--- config.mk ---
export PLATFORM = sky130hd
export DESIGN_NAME = dual_port_sync_ram
export DESIGN_NICKNAME = d
export VERILOG_FILES = /design/src/rtl/ram_pkg.sv /design/src/rtl/ram_clear_seq.sv /design/src/rtl/dual_port_sync_ram.sv
export SDC_FILE = /design/constraint.sdc
export NUM_CORES = 1
export LEC_CHECK = 0
export ABC_AREA = 1
export CORE_MARGIN = 2
export CORE_UTILIZATION = 57
export CTS_BUF_LIST = sky130_fd_sc_hd__clkbuf_8
export CTS_CLUSTER_SIZE = 14
export DETAILED_ROUTE_END_ITERATION = 10
export PLACE_DENSITY = 0.79
export SETUP_SLACK_MARGIN = 0.2
export SYNTH_ARGS = -nofsm -noshare
export SYNTH_HDL_FRONTEND = slang
export SYNTH_SLANG_ARGS = --single-unit
--- constraint.sdc ---
create_clock -name clk -period 1.8 [get_ports clk]
set_input_delay 0.36 -clock clk [delete_from_list [all_inputs] [get_ports clk]]
set_output_delay 0.36 -clock clk [all_outputs]
set_load 0.005 [all_outputs]
--- src/rtl/ram_pkg.sv ---
// Shared types and constants for the dual-port synchronous RAM.
package ram_pkg;

  typedef enum logic [0:0] {
    StClear,
    StRun
  } ram_state_e;

  localparam int unsigned RDW_OLD = 0;
  localparam int unsigned RDW_NEW = 1;

endpackage

--- src/rtl/ram_clear_seq.sv ---
// Post-reset clear sequencer: walks every address once writing zero, then enables user access.
module ram_clear_seq
  import ram_pkg::*;
#(
  parameter int unsigned ADDR_WIDTH = 4,
  parameter int unsigned DEPTH      = 16
) (
  input  logic                  clk,
  input  logic                  rst_n,
  output logic                  clear_we,
  output logic [ADDR_WIDTH-1:0] clear_addr,
  output logic                  init_done
);

  ram_state_e            state_q;
  logic [ADDR_WIDTH-1:0] cnt_q;
  logic                  init_done_q;

  always_ff @(posedge clk or negedge rst_n) begin
    if (!rst_n) begin
      state_q     <= StClear;
      cnt_q       <= '0;
      init_done_q <= 1'b0;
    end else begin
      unique case (state_q)
        StClear: begin
          if (cnt_q == ADDR_WIDTH'(DEPTH - 1)) begin
            state_q     <= StRun;
            cnt_q       <= '0;
            init_done_q <= 1'b1;
          end else begin
            cnt_q <= cnt_q + ADDR_WIDTH'(1);
          end
        end
        StRun: begin
          init_done_q <= 1'b1;
        end
        default: begin
          state_q <= StClear;
        end
      endcase
    end
  end

  assign clear_we   = (state_q == StClear);
  assign clear_addr = cnt_q;
  assign init_done  = init_done_q;

endmodule

--- src/rtl/dual_port_sync_ram.sv ---
// Simple-dual-port RAM with byte enables, registered read and post-reset clear.
// Optional per-byte even parity when RAM_PARITY_EN is defined.
module dual_port_sync_ram
  import ram_pkg::*;
#(
  parameter int unsigned ADDR_WIDTH = 4,
  parameter int unsigned DATA_WIDTH = 16,
  parameter int unsigned BYTE_WIDTH = 8,
  parameter int unsigned DEPTH      = 16,
  parameter int unsigned RDW_MODE   = 0
) (
  input  logic                             clk,
  input  logic                             rst_n,
  input  logic                             wr_en,
  input  logic [ADDR_WIDTH-1:0]            wr_addr,
  input  logic [DATA_WIDTH-1:0]            wr_data,
  input  logic [DATA_WIDTH/BYTE_WIDTH-1:0] wr_be,
  input  logic                             rd_req,
  input  logic [ADDR_WIDTH-1:0]            rd_addr,
  output logic                             init_done,
  output logic                             rd_valid,
  output logic [DATA_WIDTH-1:0]            rd_data,
  output logic                             rd_err,
  output logic                             addr_err
`ifdef RAM_PARITY_EN
  ,
  input  logic                             wr_perr_inj
`endif
);

  localparam int unsigned NB = DATA_WIDTH / BYTE_WIDTH;

  logic                  clear_we;
  logic [ADDR_WIDTH-1:0] clear_addr;

  ram_clear_seq #(
    .ADDR_WIDTH(ADDR_WIDTH),
    .DEPTH     (DEPTH)
  ) u_clear_seq (
    .clk       (clk),
    .rst_n     (rst_n),
    .clear_we  (clear_we),
    .clear_addr(clear_addr),
    .init_done (init_done)
  );

  logic wr_oor, rd_oor, wr_acc, rd_acc, rdw_hit;

  assign wr_oor  = 32'(wr_addr) >= DEPTH;
  assign rd_oor  = 32'(rd_addr) >= DEPTH;
  assign wr_acc  = init_done & wr_en & ~wr_oor;
  assign rd_acc  = init_done & rd_req;
  assign rdw_hit = wr_acc && (wr_addr == rd_addr);

  // Clear sequencer owns the write port until init_done.
  logic                  mem_we;
  logic [ADDR_WIDTH-1:0] mem_waddr;
  logic [DATA_WIDTH-1:0] mem_wdata;
  logic [NB-1:0]         mem_be;

  assign mem_we    = clear_we | wr_acc;
  assign mem_waddr = clear_we ? clear_addr : wr_addr;
  assign mem_wdata = clear_we ? '0 : wr_data;
  assign mem_be    = clear_we ? '1 : wr_be;

  logic [DATA_WIDTH-1:0] mem [DEPTH];

  always_ff @(posedge clk) begin
    if (mem_we) begin
      for (int i = 0; i < NB; i++) begin
        if (mem_be[i]) mem[mem_waddr][i*BYTE_WIDTH +: BYTE_WIDTH] <=
            mem_wdata[i*BYTE_WIDTH +: BYTE_WIDTH];
      end
    end
  end

  logic [DATA_WIDTH-1:0] rd_next;
  logic                  rd_mis;

  always_comb begin
    rd_next = rd_oor ? '0 : mem[rd_addr];
    if (RDW_MODE == RDW_NEW && rdw_hit) begin
      for (int i = 0; i < NB; i++) begin
        if (wr_be[i]) rd_next[i*BYTE_WIDTH +: BYTE_WIDTH] = wr_data[i*BYTE_WIDTH +: BYTE_WIDTH];
      end
    end
  end

`ifdef RAM_PARITY_EN
  logic [NB-1:0] par_mem [DEPTH];
  logic          par_inj;
  logic [NB-1:0] rd_par;

  assign par_inj = ~clear_we & wr_perr_inj;

  always_ff @(posedge clk) begin
    if (mem_we) begin
      for (int i = 0; i < NB; i++) begin
        if (mem_be[i]) par_mem[mem_waddr][i] <= (^mem_wdata[i*BYTE_WIDTH +: BYTE_WIDTH]) ^ par_inj;
      end
    end
  end

  always_comb begin
    rd_par = rd_oor ? '0 : par_mem[rd_addr];
    if (RDW_MODE == RDW_NEW && rdw_hit) begin
      for (int i = 0; i < NB; i++) begin
        if (wr_be[i]) rd_par[i] = (^wr_data[i*BYTE_WIDTH +: BYTE_WIDTH]) ^ wr_perr_inj;
      end
    end
    rd_mis = 1'b0;
    for (int i = 0; i < NB; i++) begin
      if ((^rd_next[i*BYTE_WIDTH +: BYTE_WIDTH]) != rd_par[i]) rd_mis = 1'b1;
    end
  end
`else
  assign rd_mis = 1'b0;
`endif

  logic                  rd_valid_q, rd_err_q, addr_err_q;
  logic [DATA_WIDTH-1:0] rd_data_q;

  always_ff @(posedge clk or negedge rst_n) begin
    if (!rst_n) begin
      rd_valid_q <= 1'b0;
      rd_data_q  <= '0;
      rd_err_q   <= 1'b0;
      addr_err_q <= 1'b0;
    end else begin
      rd_valid_q <= rd_acc;
      rd_err_q   <= rd_acc & rd_mis;
      if (rd_acc) rd_data_q <= rd_next;
      // One pulse even when both ports are out of range.
      addr_err_q <= init_done & ((wr_en & wr_oor) | (rd_req & rd_oor));
    end
  end

  assign rd_valid = rd_valid_q;
  assign rd_data  = rd_data_q;
  assign rd_err   = rd_err_q;
  assign addr_err = addr_err_q;

endmodule

Word-level counts from Yosys, hierarchy flattened --
Memory sizes are Yosys's and may differ from the RTL's. A register that Yosys moved wholly into a read port is not among the register bits. Cells that the tools add are included.
Word-level totals: flip-flop bits (word level) 7, memories kept 1, logic and storage cells 27, bits in writable memories 256
Memories:
- mem | words 16, width 16, read ports 1, clocked after Yosys merged registers in 1, write ports 1, line dual_port_sync_ram.sv:66 | logic [DATA_WIDTH-1:0] mem [DEPTH];
Cells by class: bitwise operators 4, add/sub/neg operators 1, reduce and logical (&&, ||, !) cells 1, mux-type cells 14, equality and inequality tests 2
Operator list (number):
- 16-bit two-way mux | 1
- 1-bit two-way mux | 9
- 4-bit two-way mux | 2
- 4-bit by 1-bit adder with 4-bit output (second input constant) | 1
- 4-bit == test (second input constant) | 1
- 1-bit AND | 2
- 2-bit two-way mux | 1
- 2-bit by 1-bit != test with 1-bit output (second input constant) | 1
- 1-bit one-hot mux with 2 select lines | 1
- 1-bit logical NOT | 1
- 1-bit NOT | 1
- 1-bit bitwise OR | 1

Depth between registers and ports, before layout --
depth after elaboration 4, gate-level depth with buffers 11

Cells and area by module --
From an unflattened synthesis, not the netlist that was laid out.
Second synthesis, totals: cell total of the unflattened synthesis 1051, area, all modules 11702.5 µm²
Modules (own cells, without submodules):
- dual_port_sync_ram | area each 11441.0 µm², instances 1, seq. area each 8112.8 µm², cells each 1022
- ram_clear_seq | area each 261.5 µm², instances 1, seq. area each 150.1 µm², cells each 29

Least setup slack after synthesis --
OpenSTA, ideal clock, no wires.
path kind register -> register, from register u_clear_seq.state_q, to memory mem[13][10] (enable), period minus slack after synthesis 1.778 ns, stages on the path, launching flop included 7, arrival 1.408 ns, library setup time 0.370 ns, path buffers 1, path slack 0.022 ns, path through dfrtp_1 -> buf_6 -> o21ai_1 -> nand2_1 -> inv_2 -> nand2_1 -> nor2_1
Between the ends: cells in the longest elaborated chain, start to end 4, elaborated cells between the ends (all ways) 7
Ends and longest elaborated chain:
- start: declaration | line ram_clear_seq.sv:15 | ram_state_e state_q;
- start signal: assignment | line ram_clear_seq.sv:21 | state_q <= StClear;
- start signal: assignment | line ram_clear_seq.sv:28 | state_q <= StRun;
- start signal: assignment | line ram_clear_seq.sv:39 | state_q <= StClear;
- 2-bit two-way mux / 1-bit NOT (equally long branches) | line dual_port_sync_ram.sv:64, ram_clear_seq.sv:45
- 1-bit two-way mux / 1-bit bitwise OR (equally long branches) | line dual_port_sync_ram.sv:71, dual_port_sync_ram.sv:61
- 1-bit two-way mux | line dual_port_sync_ram.sv:69 | if (mem_we) begin
- 1-bit two-way mux (implied by the code) | line dual_port_sync_ram.sv:71 | if (mem_be[i]) mem[mem_waddr][i*BYTE_WIDTH +: BYTE_WIDTH] <=
- end: declaration | line dual_port_sync_ram.sv:66
Parallel ways exist; a longest one is shown, timed or not.

Worst setup path in the final report --
from register u_clear_seq.state_q, to memory mem[0][9] (enable)
The elaborated chain is that of the path after synthesis.

==> summary.txt <==
classification of the worst-slack hold path: in2async
Cell variety after synth: 24
WL/cell: 21.0 µm
first-pass GRT wire length: 42.9 mm
Critical R2R Launch: u_clear_seq.state_q
leak pwr: 5.96 nW
met3 WL post-DR: 3.83 mm
Die Ht: 147 µm
synthesized netlist cell count: 1048
clock slew at reported path FFs: 70 ps
top post-synthesis cells by area: edfxtp_1, nand2_1, nand3_1
Synth area leader: edfxtp_1
setup repair after global routing missed its margin: yes
Worst-Margin Slew: 573 ps
initial antenna violation count: 0
Seq/Total Area, Yosys: 70.8%
Final setup viols: 19
H-tree depth: 2
Max IR drop VDD: 0.000572 V
crit-path cells: buf_8, buf_6, o21ai_4, inv_2, nor2_4, buf_12, nand2_8, nor2_4, buf_6
area of the core: 20200 µm²
setup TNS: -324 ps
CTS root buffer: clkbuf_8
Slew HR: 61.8%
Detail Route Antenna Nets: 0
port bufs: 47
Worst R2R Path Depth: 9
gr ovfl total: 0
clk_lat worst skew: 550 ps
top routing layer in use: met4
Die ar.: 21600 µm²
via count: 8505
share of layout cells above drive strength 1: 20.4%
Total GRT Usage: 26.1%
starting density of the core: 57.8%
Routed WL: 31.3 mm
highest achievable clock rate: 545 MHz
Worst setup SP type: register
endpoint class of the critical path: register
fin nets: 1216
most frequent cells in the layout: nand2_1, edfxtp_1, nand3_1
hold slack: 181 ps
DR iter-0 viols: 1382
top-area cell type share of the netlist area: 65.9%
RR Endpoint: mem[0][9]
metal2 WL: 14.6 mm
IO Pins: 50
Ys Warns: 0
Placed Area: 13100 µm²
WP data arrival: 2090 ps
violated checks: setup timing
Pins Over Slew Limit: 0
drt drc: 0
CTS tree: yes
slowest stage cell, crit path: dfrtp_2
Ant. Diodes: 0
Final Cell Area: 15000 µm²
commonest non-fill, non-tap cell in the layout: nand2_1
largest net degree at the start of global routing: 73
cts hold-fix bufs: 0
WL met1: 12.1 mm
DPL Wire Length: 16.8 mm
fin crit period: 1840 ps
P&R area growth vs syn: 28.7%
Vias/cell: 5.71
final core utilization: 74.4%
CP max stage delay: 430 ps
Final Skew: 25.5 ps
critical path type: reg2reg
pwr dens: 894 nW/µm²
vias in the first global route: 7937
drt pass-1 iters: 6
maxcap violations: 0
Tcrit/Tclk final: 102%
#FFs+latches synth: 279
required time of the critical path: 2060 ps
status: finished, violations left
cts bufs inserted: 44
Max FO, Critical Path: 8
Final Hold Viols: 0
Row Count: 52
final setup margin: -35.9 ps
gp weighted congestion: 0.851
Final Power: 0.0134 W
Die X-Extent: 147 µm
average size of a mapped cell: 11.1 µm²
CTS sink count: 279
register-to-register setup slack: -40 ps
synthesized cell area: 11700 µm²
Clock Path Buffers: 3
worst setup path start: u_clear_seq.state_q
-- critical path, delay by kind of cell, from the launching register on --
family | cells | cell delay, ps
buffers and inverters | 5 | 660
DFF | 1 | 430
and+or+nand+nor | 3 | 310
AOI/OAI and AO/OA | 1 | 160
-- synth_stat cells, drive strengths merged --
cell,number
edfxtp,256
a21oi,2
inv,31
or2,2
nor2,40
dfrtp,23
a31oi,2
buf,51
o21ai,6
conb,1
nand3,193
nand2,430
clkbuf,9
ha,1
clkinv,1
-- flip-flops by register name, indices dropped and copies added, names as in the netlist --
signal / flops
mem: 256
u_clear_seq.state_q: 1
rd_valid: 1
rd_data: 16
u_clear_seq.clear_addr: 4
u_clear_seq.init_done: 1
-- worst max path at each step --
stage                        to  cells past startpoint
floorplan            mem[13][0]                      6
global placement      mem[6][0]                      8
detailed placement  mem[12][14]                      8
CTS                  mem[12][8]                      8
global route          mem[0][9]                      9
finish                mem[0][9]                      9
-- routing by layer --
| layer | global-route usage [%] | up-vias |
|---|---|---|
| met1 | 37.9 | 3963 |
| li1 | - | 3850 |
| met4 | 8.41 | 0 |
| met5 | 0 | - |
| met2 | 40.0 | 620 |
| met3 | 5.81 | 72 |
-- cell type report --
type                    instances  area [µm²]
inverters                      32         166
fillers                      1232        5150
well taps                     270         338
repair buffers                150        2050
clock inverters                34         168
flip-flops and latches        279        8270
clock buffers                  46         633
multi-input cells             678        3400
-- logic make-up (layout without fill, tap and decap cells) --
kind of cell,after synthesis,after routing,share of synthesized area (%)
buf+inv,92,262,4.85
other cells,1,2,0.0321
fa+ha+maj,1,1,0.107
simple gates,665,665,23.6
compound gates,10,10,0.622
flops,279,279,70.8
-- stage by stage --
stage          std cells  setup slack (ps)
5_1_grt             1489             -60.2
2_1_floorplan       1049               153
6_report            1489             -35.9
3_3_place_gp        1381              -258
4_1_cts             1474              21.9
3_5_place_dp        1381              -276
-- repair_timing --
action	CTS	global route
gates cloned	1	10
endpoints found under the setup margin	274	385
pin swaps	24	27
gates resized for setup	119	91
setup buffers	12	5
-- power breakdown --
| part | switching [W] | internal [W] | total, W |
|---|---|---|---|
| registers | 0.0000221 | 0.00714 | 0.00716 |
| logic | 0.000800 | 0.000508 | 0.00131 |
| clock network | 0.00244 | 0.00252 | 0.00496 |
No activity file was read; power rests on OpenSTA's default activity.
